--- config.mk ---
export PLATFORM = sky130hd
export DESIGN_NAME = pipe_stage_regs
export DESIGN_NICKNAME = d
export VERILOG_FILES = /design/src/rtl/pipe_stage_regs.sv
export SDC_FILE = /design/constraint.sdc
export NUM_CORES = 1
export LEC_CHECK = 0
export BUFFER_PORTS_ARGS = -buffer_cell sky130_fd_sc_hd__buf_2
export CAP_MARGIN = 40
export CORE_ASPECT_RATIO = 1.4
export CORE_MARGIN = 2
export CORE_UTILIZATION = 40
export DETAILED_ROUTE_END_ITERATION = 16
export GPL_TIMING_DRIVEN = 0
export PLACE_DENSITY = 0.75
export SYNTH_ARGS = -nofsm -noshare
export SYNTH_HDL_FRONTEND = slang
export SYNTH_SLANG_ARGS = --single-unit
--- constraint.sdc ---
create_clock -name clk_i -period 0.8 [get_ports clk_i]
set_clock_uncertainty 0.05 [all_clocks]
set_input_delay 0.12 -clock clk_i [delete_from_list [all_inputs] [get_ports clk_i]]
set_output_delay 0.12 -clock clk_i [all_outputs]
set_load 0.05 [all_outputs]
--- src/rtl/pipe_stage_regs.sv ---
// PC, IF/ID, ID/EX and EX/MEM pipeline registers with stall/flush control.
// Optional stall/flush statistics counters enabled by macro PIPE_STATS_EN.
module pipe_stage_regs #(
  parameter int          CTRL_W   = 10,
  parameter logic [31:0] PC_RESET = 32'h0000_0000
`ifdef PIPE_STATS_EN
  ,parameter int         CNT_W    = 16
`endif
) (
  input  logic              clk_i,
  input  logic              rst_i,
  input  logic [31:0]       pc_next_i,
  output logic [31:0]       pc_o,
  input  logic              PCWrite,
  input  logic              write_ifid,
  input  logic              flush_ifid,
  input  logic              flush_idex,
  input  logic              flush_exmem,
  input  logic [31:0]       if_instr_i,
  input  logic [31:0]       if_pc4_i,
  output logic [31:0]       ifid_instr_o,
  output logic [31:0]       ifid_pc4_o,
  output logic              ifid_valid_o,
  input  logic [CTRL_W-1:0] id_ctrl_i,
  input  logic [4:0]        id_rs_i,
  input  logic [4:0]        id_rt_i,
  input  logic [4:0]        id_rd_i,
  output logic [CTRL_W-1:0] idex_ctrl_o,
  output logic [4:0]        rs_idex_o,
  output logic [4:0]        rt_idex_o,
  output logic [4:0]        rd_idex_o,
  output logic              MemRead_idex,
  output logic              idex_valid_o,
  input  logic [4:0]        ex_wreg_i,
  output logic [4:0]        exmem_ctrl_o,
  output logic [4:0]        exmem_wreg_o,
  output logic              exmem_valid_o
`ifdef PIPE_STATS_EN
  ,output logic [CNT_W-1:0] stall_cnt_o
  ,output logic [CNT_W-1:0] flush_cnt_o
`endif
);

  logic [31:0]       r_pc;
  logic [31:0]       r_ifid_instr;
  logic [31:0]       r_ifid_pc4;
  logic              r_ifid_valid;
  logic [CTRL_W-1:0] r_idex_ctrl;
  logic [4:0]        r_idex_rs;
  logic [4:0]        r_idex_rt;
  logic [4:0]        r_idex_rd;
  logic              r_idex_valid;
  logic [4:0]        r_exmem_ctrl;
  logic [4:0]        r_exmem_wreg;
  logic              r_exmem_valid;

  // PC: load next PC when enabled, otherwise hold
  always_ff @(posedge clk_i or negedge rst_i) begin
    if (!rst_i) begin
      r_pc <= PC_RESET;
    end else if (PCWrite) begin
      r_pc <= pc_next_i;
    end
  end

  // IF/ID: flush beats hold, hold beats load
  always_ff @(posedge clk_i or negedge rst_i) begin
    if (!rst_i) begin
      r_ifid_instr <= '0;
      r_ifid_pc4   <= '0;
      r_ifid_valid <= 1'b0;
    end else if (flush_ifid) begin
      r_ifid_instr <= '0;
      r_ifid_pc4   <= '0;
      r_ifid_valid <= 1'b0;
    end else if (write_ifid) begin
      r_ifid_instr <= if_instr_i;
      r_ifid_pc4   <= if_pc4_i;
      r_ifid_valid <= 1'b1;
    end
  end

  // ID/EX: bubble on flush, else advance carrying IF/ID validity
  always_ff @(posedge clk_i or negedge rst_i) begin
    if (!rst_i) begin
      r_idex_ctrl  <= '0;
      r_idex_rs    <= '0;
      r_idex_rt    <= '0;
      r_idex_rd    <= '0;
      r_idex_valid <= 1'b0;
    end else if (flush_idex) begin
      r_idex_ctrl  <= '0;
      r_idex_rs    <= '0;
      r_idex_rt    <= '0;
      r_idex_rd    <= '0;
      r_idex_valid <= 1'b0;
    end else begin
      r_idex_ctrl  <= id_ctrl_i;
      r_idex_rs    <= id_rs_i;
      r_idex_rt    <= id_rt_i;
      r_idex_rd    <= id_rd_i;
      r_idex_valid <= r_ifid_valid;
    end
  end

  // EX/MEM: bubble on flush, else take MEM/WB controls from ID/EX
  always_ff @(posedge clk_i or negedge rst_i) begin
    if (!rst_i) begin
      r_exmem_ctrl  <= '0;
      r_exmem_wreg  <= '0;
      r_exmem_valid <= 1'b0;
    end else if (flush_exmem) begin
      r_exmem_ctrl  <= '0;
      r_exmem_wreg  <= '0;
      r_exmem_valid <= 1'b0;
    end else begin
      r_exmem_ctrl  <= r_idex_ctrl[4:0];
      r_exmem_wreg  <= ex_wreg_i;
      r_exmem_valid <= r_idex_valid;
    end
  end

`ifdef PIPE_STATS_EN
  logic [CNT_W-1:0] r_stall_cnt;
  logic [CNT_W-1:0] r_flush_cnt;

  // Saturating counts of PC stalls and front-end flushes
  always_ff @(posedge clk_i or negedge rst_i) begin
    if (!rst_i) begin
      r_stall_cnt <= '0;
      r_flush_cnt <= '0;
    end else begin
      if (!PCWrite && !flush_ifid && (r_stall_cnt != '1)) begin
        r_stall_cnt <= r_stall_cnt + CNT_W'(1);
      end
      if (flush_ifid && (r_flush_cnt != '1)) begin
        r_flush_cnt <= r_flush_cnt + CNT_W'(1);
      end
    end
  end

  assign stall_cnt_o = r_stall_cnt;
  assign flush_cnt_o = r_flush_cnt;
`endif

  assign pc_o          = r_pc;
  assign ifid_instr_o  = r_ifid_instr;
  assign ifid_pc4_o    = r_ifid_pc4;
  assign ifid_valid_o  = r_ifid_valid;
  assign idex_ctrl_o   = r_idex_ctrl;
  assign rs_idex_o     = r_idex_rs;
  assign rt_idex_o     = r_idex_rt;
  assign rd_idex_o     = r_idex_rd;
  assign idex_valid_o  = r_idex_valid;
  assign MemRead_idex  = r_idex_ctrl[2];
  assign exmem_ctrl_o  = r_exmem_ctrl;
  assign exmem_wreg_o  = r_exmem_wreg;
  assign exmem_valid_o = r_exmem_valid;

endmodule

==> impl_metrics.sql, run 1 <==
INSERT INTO impl_metrics (metric_group, metric, value, unit) VALUES
('outcome', 'run_status', 'finished, violations left', ''),
('outcome', 'failed_checks', 'negative hold slack, negative setup slack', ''),
('worst_setup_path', 'cp-end-kind', 'output port', ''),
('clock_network', 'deepest_clock_path_buffer_count', '2', ''),
('clock_network', 'root_buffer', 'sky130_fd_sc_hd__clkbuf_16', ''),
('logic_synthesis', 'post_synth_main_area_contributors', 'sky130_fd_sc_hd__dfrtp_1 67%, sky130_fd_sc_hd__mux2i_1 13%, sky130_fd_sc_hd__mux2_1 7.2%', ''),
('logic_synthesis', 'ys_seq_area_frac', '0.669', ''),
('grt', 'pin_count_of_the_biggest_net_entering_global_routing', '72', ''),
('final_layout', 'fin_util', '0.807', ''),
('route', 'detail_route_antenna_nets', '0', ''),
('worst_setup_path', 'worstPathRequired', '0.63', 'ns'),
('worst_setup_path', 'critical_path.max_fanout', '3', ''),
('final_layout', 'final_nets', '927', ''),
('route', 'routed_wl', '18.1', 'mm'),
('timing', 'layout_worst_path_cycle_share', '1.60', ''),
('clock_network', 'clock_latency', '0.40', 'ns'),
('floorplan', 'top_level_ports', '268', ''),
('grt', 'first_pass_grt_wire_length', '26.5', 'mm'),
('logic_synthesis', 'synth_commonest_cells', '134 x sky130_fd_sc_hd__dfrtp_1, 66 x sky130_fd_sc_hd__nor2_1, 64 x sky130_fd_sc_hd__mux2i_1', ''),
('final_layout', 'register_area', '0.00348', 'mm2'),
('logic_synthesis', 'synthArstFlopShare', '1.00', ''),
('route', 'drt-vias-per-instance', '4.76', ''),
('timing', 'worst_pin_slew', '0.600', 'ns'),
('timing', 'setup_violations_final', '199', ''),
('clock_network', 'cts_inserted_buffers', '17', ''),
('worst_setup_path', 'critical_path_class', 'flop to output port', ''),
('power', 'p_sw_frac', '0.299', ''),
('timing', 'hold_slack', '-0.350', 'ns'),
('worst_setup_path', 'setup.worst_path.start_class', 'flop', ''),
('power', 'irDropWorstVdd', '1.42', 'mV'),
('job', 'max_cap_violations', '0', ''),
('power', 'total_power', '20500', 'uW'),
('final_layout', 'final_area', '0.00993', 'mm2'),
('grt', 'gr-usage-all-layers', '0.254', ''),
('logic_synthesis', 'synth_flop_cell', 'sky130_fd_sc_hd__dfrtp_1', ''),
('timing', 'max_slew_violation_count', '0', ''),
('route', 'vias', '4557', ''),
('power', 'comb_power_share', '0.242', ''),
('place', 'gp_routability_congestion', '0.801', ''),
('logic_synthesis', 'ys_warn_count', '0', ''),
('timing', 'finalHoldViolCount', '66', ''),
('power', 'pwr_density_cell', '2060', 'mW/mm2'),
('timing', 'setup_total_negative_slack', '-50.71', 'ns'),
('floorplan', 'std_cell_core_area', '0.0123', 'mm2'),
('place', 'detailed_place.area', '0.00681', 'mm2'),
('logic_synthesis', 'synth_top_area_cell', 'sky130_fd_sc_hd__dfrtp_1', ''),
('logic_synthesis', 'syn_avg_cell_area', '14.1', 'um2'),
('floorplan', 'dieArea', '0.0135', 'mm2'),
('logic_synthesis', 'yosysTopAreaCellShare', '0.669', ''),
('timing', 'rsz0062_at_grt', 'true', ''),
('worst_setup_path', 'timing.critical_path.arrival', '1.11', 'ns'),
('timing', 'timing.final.ws_setup', '-0.479', 'ns'),
('power', 'switching_power', '6110', 'uW'),
('grt', 'grt_antenna_before_repair', '0', ''),
('final_layout', 'insertedDiodeCount', '0', ''),
('floorplan', 'core.rowCount', '48', ''),
('timing', 'fin_crit', '1.28', 'ns'),
('logic_synthesis', 'synth-edff-count', '0', ''),
('clock_network', 'cts.htree.levels', '4', ''),
('logic_synthesis', 'netlist_area', '0.00501', 'mm2'),
('logic_synthesis', 'postSynthNetCount', '488', ''),
('route', 'drcViolationCount', '0', ''),
('clock_network', 'path_clk_slew', '0.06', 'ns'),
('logic_synthesis', 'netlist-cell-type-count', '11', ''),
('clock_network', 'cts.sink_count', '134', ''),
('power', 'internal_power', '14300', 'uW'),
('floorplan', 'die_w', '98.6', 'um'),
('route', 'route.detailed.wl_per_inst', '18.9', 'um'),
('route', 'drt-initial-drc-count', '101', ''),
('final_layout', 'layout.filler_cells', '576', ''),
('place', 'place.detailed.hpwl', '9.04', 'mm');
-- what timing repair did --
| item | 4_1_cts | 5_1_grt |
|---|---|---|
| resized for setup | 280 | 43 |
| hold buffers | 129 | 1 |
| hold endpoints to repair | 191 | 69 |
| pin swaps | 0 | 12 |
| setup endpoints to repair | 168 | 226 |
| setup buffers | 7 | 23 |
-- per-stage QoR --
stage | std cells | hold WS [ns] | worst slack (ns)
2_1_floorplan | 355 | -0.226 | -0.159
3_3_place_gp | 769 | 0.245 | -2.27
3_5_place_dp | 770 | 0.0961 | -0.227
4_1_cts | 938 | -0.332 | -0.481
5_1_grt | 957 | -0.318 | -0.506
6_report | 957 | -0.350 | -0.479
-- per-layer routing --
metal | vias up | GRT usage | share of wire
met2 | 223 | 0.462 | 0.55
met1 | 2244 | 0.282 | 0.36
met3 | 46 | 0.0689 | 0.064
met4 | 0 | 0.0959 | 0.031
met5 | - | 0 | 0
li1 | 2044 | - | -
-- power by group through the flow --
stage | clock network [uW] | registers (uW) | logic (uW)
after CTS | 7950 | 7610 | 4630
after global placement | 0 | 7600 | 3450
final | 7830 | 7680 | 4950
after floorplan | 0 | 9200 | 835
after detailed placement | 0 | 7610 | 3530
after global routing | 8300 | 7710 | 5160
-- worst max-delay path: stages (launching register included) --
cell,delay (ns)
sky130_fd_sc_hd__dfrtp_2,0.44
sky130_fd_sc_hd__buf_6,0.13
sky130_fd_sc_hd__buf_8,0.14
-- area by class of cell --
cell class                 count  area share
clock inverter                12      0.0144
buffer                        22      0.0186
sequential                   134       0.351
clock buffer                  20      0.0460
multi-input combinational    199       0.166
tap                          150      0.0189
timing repair buffer         420       0.386
-- flip-flops by register name (all words and copies together), names as in the netlist --
| name | cells |
|---|---|
| rt_idex_o | 5 |
| idex_ctrl_o | 10 |
| idex_valid_o | 1 |
| ifid_pc4_o | 32 |
| ifid_valid_o | 1 |
| rd_idex_o | 5 |
| exmem_valid_o | 1 |
| exmem_wreg_o | 5 |
| pc_o | 32 |
| exmem_ctrl_o | 5 |
| ifid_instr_o | 32 |
| rs_idex_o | 5 |
-- path summary, 6_finish.rpt --
check,start,endpoint,slack (ns),cells past startpoint
max,idex_ctrl_o[2],idex_ctrl_o[2],-0.48,2
min,rst_i,ifid_instr_o[0],-0.35,1
max reg2reg,pc_o[16],pc_o[16],-0.17,2
min reg2reg,idex_ctrl_o[1],exmem_ctrl_o[1],0.47,1
max in group asynchronous,rst_i,ifid_instr_o[29],0.27,2
min in group clk_i,flush_ifid,ifid_pc4_o[1],-0.03,2
-- cells in the final DEF, fill, tap and decap left out --
master / instances
sky130_fd_sc_hd__buf_1: 1
sky130_fd_sc_hd__buf_16: 1
sky130_fd_sc_hd__buf_2: 132
sky130_fd_sc_hd__buf_4: 1
sky130_fd_sc_hd__buf_6: 153
sky130_fd_sc_hd__buf_8: 19
sky130_fd_sc_hd__bufinv_16: 2
sky130_fd_sc_hd__clkbuf_1: 7
sky130_fd_sc_hd__clkbuf_16: 17
sky130_fd_sc_hd__clkbuf_4: 1
sky130_fd_sc_hd__clkbuf_8: 2
sky130_fd_sc_hd__clkinv_4: 3
sky130_fd_sc_hd__clkinvlp_4: 4
sky130_fd_sc_hd__dfrtp_1: 31
sky130_fd_sc_hd__dfrtp_2: 103
sky130_fd_sc_hd__dlygate4sd3_1: 128
sky130_fd_sc_hd__inv_6: 3
sky130_fd_sc_hd__mux2_4: 32
sky130_fd_sc_hd__mux2i_1: 57
sky130_fd_sc_hd__mux2i_2: 5
sky130_fd_sc_hd__mux2i_4: 2
sky130_fd_sc_hd__nor2_1: 65
sky130_fd_sc_hd__nor2_2: 1
sky130_fd_sc_hd__nor2b_1: 37
-- kinds of logic (layout without fill, tap and decap cells) --
logic type             count (synthesis)  after routing  share of synthesized area
buffers and inverters                 22            474                     0.0362
flip-flops                           134            134                      0.669
multiplexers                          96             96                      0.200
AND/OR/NAND/NOR                      103            103                     0.0956
Note: power is estimated with default switching activity, not from simulation.
==> run 2, diff against run 1 <==
BUFFER_PORTS_ARGS = -buffer_cell sky130_fd_sc_hd__buf_4   (was -buffer_cell sky130_fd_sc_hd__buf_2)
==> run 2 against run 1 <==
The flow still finishes with violations (negative hold slack, negative setup slack). Worst hold slack improved by 0.0055 ns. Cell count down 0.52%. Critical path type unchanged. Clock-buffer cell count fell by 1. Combinational power up 3%. Via count shrank 1.9%. Largest cell class unchanged. Global-route usage increased by 0.62 points. Register-to-register slack about the same. Critical endpoint unchanged. Total power fell by 2.5%. Sequential share of layout area decreased by 0.68 points.
==> impl_metrics.sql, run 2 (synthesis results as in run 1) <==
INSERT INTO impl_metrics (metric_group, metric, value, unit) VALUES
('route', 'drcViolationCount', '0', ''),
('clock_network', 'path_clk_slew', '0.06', 'ns'),
('power', 'p_leak', '0.00491', 'uW'),
('grt', 'first_pass_grt_wire_length', '27.0', 'mm'),
('route', 'top_layer', 'met4', ''),
('clock_network', 'tritoncts', 'done', ''),
('final_layout', 'drive_above_1_share', '0.594', ''),
('worst_setup_path', 'crit_family', 'flip-flops', ''),
('power', 'irDropWorstVdd', '1.39', 'mV'),
('worst_setup_path', 'worstPathRequired', '0.63', 'ns'),
('final_layout', 'insertedDiodeCount', '0', ''),
('route', 'drt-vias-per-instance', '4.69', ''),
('final_layout', 'final_area', '0.0101', 'mm2'),
('grt', 'gr-usage-all-layers', '0.260', ''),
('route', 'routed_wl', '18.2', 'mm'),
('place', 'place.detailed.hpwl', '9.56', 'mm'),
('route', 'firstDrtPassIters', '4', ''),
('route', 'route.met3.wl', '1.13', 'mm'),
('outcome', 'run_status', 'finished, violations left', ''),
('place', 'port_buffers', '264', ''),
('grt', 'grt_antenna_before_repair', '0', ''),
('worst_setup_path', 'critical_path_class', 'flop to output port', ''),
('place', 'detailed_place.area', '0.00746', 'mm2'),
('grt', 'pin_count_of_the_biggest_net_entering_global_routing', '69', ''),
('worst_setup_path', 'critical_path.max_fanout', '3', ''),
('floorplan', 'std_cell_core_area', '0.0123', 'mm2'),
('route', 'vias', '4469', ''),
('worst_setup_path', 'worst-r2r-cell-count', '2', ''),
('worst_setup_path', 'cp_num_buf_inv', '2', ''),
('floorplan', 'core.rowCount', '48', ''),
('clock_network', 'cts_inserted_buffers', '17', ''),
('worst_setup_path', 'cp-end-kind', 'output port', ''),
('worst_setup_path', 'slowest_stage', 'sky130_fd_sc_hd__dfrtp_2', ''),
('route', 'detail_route_antenna_nets', '0', ''),
('final_layout', 'leading_cell_type_in_the_layout_fill_and_taps_excluded', 'sky130_fd_sc_hd__buf_6', ''),
('worst_setup_path', 'worst-path-stages', '2', ''),
('place', 'pre_cts_worst_setup_slack', '-0.211', 'ns'),
('clock_network', 'post_cts_hold_buffer_count', '129', ''),
('timing', 'rsz0062_at_grt', 'true', ''),
('timing', 'timing.final.ws_setup', '-0.471', 'ns'),
('grt', 'vias_in_the_first_global_route', '5051', ''),
('timing', 'layout_worst_path_cycle_share', '1.59', ''),
('clock_network', 'cts.sink_count', '134', ''),
('clock_network', 'cts.htree.levels', '4', ''),
('floorplan', 'initial_core_utilization', '0.407', ''),
('floorplan', 'die_w', '98.6', 'um'),
('final_layout', 'multi_input_comb_area', '0.00164', 'mm2'),
('worst_setup_path', 'r2r_setup_slack', '-0.17', 'ns'),
('outcome', 'failed_checks', 'negative hold slack, negative setup slack', ''),
('timing', 'fmax', '787', 'MHz'),
('timing', 'finalHoldViolCount', '72', ''),
('timing', 'setup_violations_final', '197', ''),
('clock_network', 'deepest_clock_path_buffer_count', '2', ''),
('grt', 'overflow', '0', ''),
('timing', 'hold_slack', '-0.344', 'ns'),
('final_layout', 'final_nets', '922', ''),
('place', 'gp_routability_congestion', '0.738', ''),
('worst_setup_path', 'setup.worst_path.start_class', 'flop', ''),
('timing', 'worst_slew_margin_rel', '0.578', ''),
('worst_setup_path', 'path_cells', 'buf_6 > buf_8', ''),
('worst_setup_path', 'worstReg2RegStart', 'pc_o[25]', ''),
('power', 'pwr_density_cell', '1970', 'mW/mm2'),
('final_layout', 'synthToLayoutAreaGrowth', '102', '%'),
('floorplan', 'top_level_ports', '268', ''),
('clock_network', 'clock_latency', '0.40', 'ns'),
('job', 'max_cap_violations', '0', ''),
('route', 'met2RoutedLength', '10.1', 'mm'),
('worst_hold_path', 'worstHoldPathType', 'primary input to asynchronous set/reset pin', ''),
('worst_setup_path', 'timing.critical_path.from', 'idex_ctrl_o[2]', ''),
('timing', 'max_slew_violation_count', '0', ''),
('worst_setup_path', 'timing.critical_path.arrival', '1.10', 'ns'),
('worst_setup_path', 'crit-reg2reg-capture', 'pc_o[25]', ''),
('route', 'route.layer.met1.wl', '6.47', 'mm'),
('timing', 'worst_pin_slew', '0.633', 'ns'),
('power', 'total_power', '20000', 'uW'),
('final_layout', 'most_frequent_cells_in_the_layout', '151 x sky130_fd_sc_hd__buf_6, 130 x sky130_fd_sc_hd__buf_4, 128 x sky130_fd_sc_hd__dlygate4sd3_1, 103 x sky130_fd_sc_hd__dfrtp_2, 64 x sky130_fd_sc_hd__nor2_1', ''),
('clock_network', 'root_buffer', 'sky130_fd_sc_hd__clkbuf_16', ''),
('route', 'route.detailed.wl_per_inst', '19.1', 'um'),
('timing', 'fin_crit', '1.27', 'ns'),
('route', 'drt-initial-drc-count', '123', ''),
('worst_setup_path', 'critical_path.max_stage_delay', '0.43', 'ns'),
('floorplan', 'die-height', '136', 'um'),
('final_layout', 'register_area', '0.00348', 'mm2'),
('final_layout', 'layout.filler_cells', '598', ''),
('floorplan', 'dieArea', '0.0135', 'mm2');
==> run 2: worst max-delay path by stage <==
stage                           to  slack [ns]
finish              idex_ctrl_o[2]       -0.47
floorplan                 pc_o[10]       -0.16
CTS                 idex_ctrl_o[2]       -0.48
global placement      idex_valid_o       -0.99
global route        idex_ctrl_o[2]       -0.51
detailed placement  ifid_pc4_o[22]       -0.21
==> run 2: final cells by class <==
| type | count | area share |
|---|---|---|
| tap | 150 | 0.0185 |
| clock buffer | 19 | 0.0447 |
| clock inverter | 13 | 0.00963 |
| buffer | 22 | 0.0183 |
| sequential | 134 | 0.344 |
| timing repair buffer | 415 | 0.403 |
| multi-input combinational | 199 | 0.162 |
==> run 2: per-layer routing <==
| metal | global-route usage | vias to the layer above |
|---|---|---|
| li1 | - | 2034 |
| met1 | 0.285 | 2201 |
| met2 | 0.470 | 198 |
| met3 | 0.0771 | 36 |
| met4 | 0.104 | 0 |
| met5 | 0 | - |
==> run 2: power breakdown <==
| group | switching (uW) | internal [uW] | total [uW] | leakage, uW |
|---|---|---|---|---|
| combinational | 2710 | 2390 | 5110 | 0.00308 |
| sequential | 367 | 7290 | 7650 | 0.00158 |
| clock | 3040 | 4150 | 7190 | 0.000251 |
| total | 6120 | 13800 | 20000 | 0.00491 |
==> run 2: timing repair <==
item                                    in CTS  in global routing
setup buffers                                4                 21
endpoints found under the setup margin     168                223
resized for setup                          143                 37
endpoints found under the hold margin      195                 67
pin swaps                                    0                  7
==> run 2: stage by stage <==
stage / TNS [ns] / instances / hold slack, ns / util
floorplan: -9.80 / 355 / -0.226 / -
global placement: -141.53 / 769 / 0.234 / 0.604
detailed placement: -28.35 / 770 / 0.113 / 0.606
CTS: -48.60 / 935 / -0.323 / 0.802
global route: -55.34 / 952 / -0.303 / 0.823
finish: -49.42 / 952 / -0.344 / 0.823
==> run 2: worst reg2reg max path, stage by stage (launching register included) <==
cell and delay, ns:
sky130_fd_sc_hd__dfrtp_2 0.43, sky130_fd_sc_hd__buf_6 0.12, sky130_fd_sc_hd__mux2_4 0.26
==> run 3, diff against run 2 <==
ABC_AREA = 1   (was not set)
CORE_UTILIZATION = 41   (was 40)
PLACE_DENSITY = 0.77   (was 0.75)
==> run 3 against run 2 <==
The flow still finishes with violations (negative hold slack, negative setup slack). Area after synthesis rose by 1.4%. Sequential power barely moved. Sequential cell count is the same. Final area rose by 1.7%. Sequential share of layout area down 0.58 points. First-iteration DRC count is 54% higher. Critical path type unchanged.
==> impl_metrics.sql, run 3 <==
INSERT INTO impl_metrics (metric_group, metric, value, unit) VALUES
('timing', 'fin_crit', '1.27', 'ns'),
('power', 'irDropWorstVdd', '1.40', 'mV'),
('worst_setup_path', 'r2r_setup_slack', '-0.13', 'ns'),
('worst_setup_path', 'worst-r2r-cell-count', '4', ''),
('clock_network', 'tritoncts', 'done', ''),
('floorplan', 'top_level_ports', '268', ''),
('timing', 'layout_worst_path_cycle_share', '1.59', ''),
('final_layout', 'synthToLayoutAreaGrowth', '103', '%'),
('route', 'detail_route_antenna_nets', '0', ''),
('grt', 'overflow', '0', ''),
('logic_synthesis', 'postSynthNetCount', '664', ''),
('grt', 'grt-busiest-layer', 'met2', ''),
('route', 'drt-initial-drc-count', '189', ''),
('final_layout', 'most_frequent_cells_in_the_layout', '153 x sky130_fd_sc_hd__buf_6, 140 x sky130_fd_sc_hd__nand2_1, 140 x sky130_fd_sc_hd__buf_4, 130 x sky130_fd_sc_hd__dlygate4sd3_1, 103 x sky130_fd_sc_hd__dfrtp_2', ''),
('outcome', 'run_status', 'finished, violations left', ''),
('place', 'port_buffers', '265', ''),
('power', 'p_leak', '0.00529', 'uW'),
('logic_synthesis', 'synthArstFlopShare', '1.00', ''),
('worst_setup_path', 'critical_path.max_fanout', '3', ''),
('worst_setup_path', 'cp-end-kind', 'output port', ''),
('final_layout', 'leading_cell_type_in_the_layout_fill_and_taps_excluded', 'sky130_fd_sc_hd__buf_6', ''),
('floorplan', 'die-height', '136', 'um'),
('logic_synthesis', 'yosysTopAreaCellShare', '0.659', ''),
('final_layout', 'fin_util', '0.845', ''),
('final_layout', 'multi_input_comb_area', '0.00131', 'mm2'),
('grt', 'groute.layer.met1.usage', '0.294', ''),
('place', 'place.detailed.hpwl', '10.7', 'mm'),
('logic_synthesis', 'synth_flop_cell', 'sky130_fd_sc_hd__dfrtp_1', ''),
('logic_synthesis', 'ys_ff_latch', '134', ''),
('clock_network', 'cts_inserted_buffers', '17', ''),
('final_layout', 'drive_above_1_share', '0.503', ''),
('timing', 'rsz0062_at_grt', 'true', ''),
('floorplan', 'initial_core_utilization', '0.417', ''),
('timing', 'finalHoldViolCount', '73', ''),
('clock_network', 'deepest_clock_path_buffer_count', '2', ''),
('power', 'total_power', '20100', 'uW'),
('logic_synthesis', 'netlist-cell-type-count', '13', ''),
('logic_synthesis', 'ys_warn_count', '0', ''),
('route', 'routed_wl', '21.1', 'mm'),
('timing', 'worst_pin_slew', '0.641', 'ns'),
('logic_synthesis', 'post_synth_main_area_contributors', 'sky130_fd_sc_hd__dfrtp_1 66%, sky130_fd_sc_hd__nand2_1 11%, sky130_fd_sc_hd__nand3_1 6.3%', ''),
('route', 'vias', '5650', ''),
('place', 'gp_routability_congestion', '0.834', ''),
('final_layout', 'stdcell_count', '1146', ''),
('clock_network', 'cts.htree.levels', '4', ''),
('job', 'max_cap_violations', '0', ''),
('route', 'route.detailed.wl_per_inst', '18.4', 'um'),
('clock_network', 'clock_latency', '0.41', 'ns'),
('logic_synthesis', 'synth-edff-count', '0', ''),
('place', 'pre_cts_worst_setup_slack', '-0.221', 'ns'),
('worst_setup_path', 'worstReg2RegStart', 'ifid_instr_o[24]', ''),
('timing', 'timing.final.ws_setup', '-0.473', 'ns'),
('logic_synthesis', 'ys_seq_area_frac', '0.659', ''),
('clock_network', 'root_buffer', 'sky130_fd_sc_hd__clkbuf_16', ''),
('worst_setup_path', 'setup.worst_path.start_class', 'flop', ''),
('logic_synthesis', 'synth_top_area_cell', 'sky130_fd_sc_hd__dfrtp_1', ''),
('grt', 'first_pass_grt_wire_length', '30.2', 'mm'),
('logic_synthesis', 'netlist_area', '0.00509', 'mm2'),
('grt', 'vias_in_the_first_global_route', '6212', ''),
('floorplan', 'die_w', '98.1', 'um'),
('timing', 'setup_violations_final', '149', ''),
('worst_setup_path', 'crit-reg2reg-capture', 'ifid_instr_o[24]', ''),
('logic_synthesis', 'yosys.cell_count.top_type', 'sky130_fd_sc_hd__nand2_1', ''),
('place', 'dp_cells', '947', ''),
('grt', 'pin_count_of_the_biggest_net_entering_global_routing', '69', ''),
('place', 'detailed_place.area', '0.00743', 'mm2'),
('worst_hold_path', 'worstHoldPathType', 'primary input to asynchronous set/reset pin', ''),
('grt', 'globalRouteMet2Util', '0.532', ''),
('floorplan', 'std_cell_core_area', '0.0122', 'mm2'),
('worst_setup_path', 'critical_path_class', 'flop to output port', ''),
('floorplan', 'core.rowCount', '48', ''),
('final_layout', 'layout.filler_cells', '547', ''),
('route', 'drt-vias-per-instance', '4.93', ''),
('grt', 'grt_met3_use', '0.0728', ''),
('floorplan', 'dieArea', '0.0133', 'mm2'),
('timing', 'hold_slack', '-0.358', 'ns'),
('clock_network', 'cts.sink_count', '134', ''),
('timing', 'fmax', '786', 'MHz'),
('route', 'drcViolationCount', '0', ''),
('final_layout', 'final_area', '0.0103', 'mm2'),
('outcome', 'failed_checks', 'negative hold slack, negative setup slack', ''),
('logic_synthesis', 'synth_commonest_cells', '150 x sky130_fd_sc_hd__nand2_1, 134 x sky130_fd_sc_hd__dfrtp_1, 69 x sky130_fd_sc_hd__inv_1', ''),
('logic_synthesis', 'syn_avg_cell_area', '9.58', 'um2'),
('logic_synthesis', 'post_synth_inst_count', '531', ''),
('final_layout', 'final_nets', '1113', ''),
('final_layout', 'register_area', '0.00348', 'mm2'),
('timing', 'worst_slew_margin_rel', '0.573', ''),
('route', 'firstDrtPassIters', '4', ''),
('timing', 'max_slew_violation_count', '0', ''),
('clock_network', 'path_clk_slew', '0.06', 'ns'),
('power', 'pwr_density_cell', '1950', 'mW/mm2'),
('worst_setup_path', 'timing.critical_path.arrival', '1.10', 'ns'),
('worst_setup_path', 'worstPathRequired', '0.63', 'ns'),
('grt', 'grt_antenna_before_repair', '2', ''),
('grt', 'gr-usage-all-layers', '0.292', '');
## run 3: how the worst max path moves through the flow
stage | end | startpoint | slack, ns
global placement | idex_ctrl_o[0] | rst_i | -1.0
floorplan | idex_ctrl_o[2] | idex_ctrl_o[2] | -0.08
detailed placement | ifid_instr_o[27] | flush_ifid | -0.22
finish | idex_ctrl_o[2] | idex_ctrl_o[2] | -0.47
global route | idex_ctrl_o[2] | idex_ctrl_o[2] | -0.50
CTS | idex_ctrl_o[2] | idex_ctrl_o[2] | -0.48
## run 3: final cells by class
cell class / count / area share
diodes: 3 / 0.000729
well taps: 150 / 0.0182
inverters: 70 / 0.0260
clock inverters: 14 / 0.0121
multi-input cells: 296 / 0.127
repair buffers: 430 / 0.414
clock buffers: 18 / 0.0426
flip-flops and latches: 134 / 0.338
plain buffers: 31 / 0.0206
## run 3: through the flow
step | hold WS [ns] | setup TNS, ns
6_report | -0.358 | -47.69
5_1_grt | -0.306 | -51.08
4_1_cts | -0.333 | -69.63
3_5_place_dp | 0.106 | -24.62
3_3_place_gp | 0.229 | -138.61
2_1_floorplan | -0.226 | -0.104
## run 3: per-layer routing
metal / up-vias / routed length (um)
met5: - / 0
met3: 107 / 1220
met1: 2733 / 7130
li1: 2518 / -
met2: 292 / 11400
met4: 0 / 1340
## run 3: what timing repair did
item / 4_1_cts / 5_1_grt
setup buffers: 13 / 22
resized for setup: 150 / 57
setup endpoints to repair: 135 / 211
pin swaps: 0 / 3
hold buffers: 130 / 3
hold endpoints to repair: 195 / 76
## run 3: worst max-delay path: stages, from the launching register on
cell and delay [ns]:
sky130_fd_sc_hd__dfrtp_2 0.43, sky130_fd_sc_hd__buf_6 0.12, sky130_fd_sc_hd__buf_6 0.14
## run 3: kinds of logic after synthesis
group                  count (synthesis)  synth area share
AOI/OAI and AO/OA                     32            0.0315
and+or+nand+nor                      264             0.217
DFF                                  134             0.659
buffers and inverters                101            0.0922
## run 3: power breakdown
group	internal (uW)	switching [uW]
Sequential	7270	351
Clock	4370	3110
Combinational	2170	2820
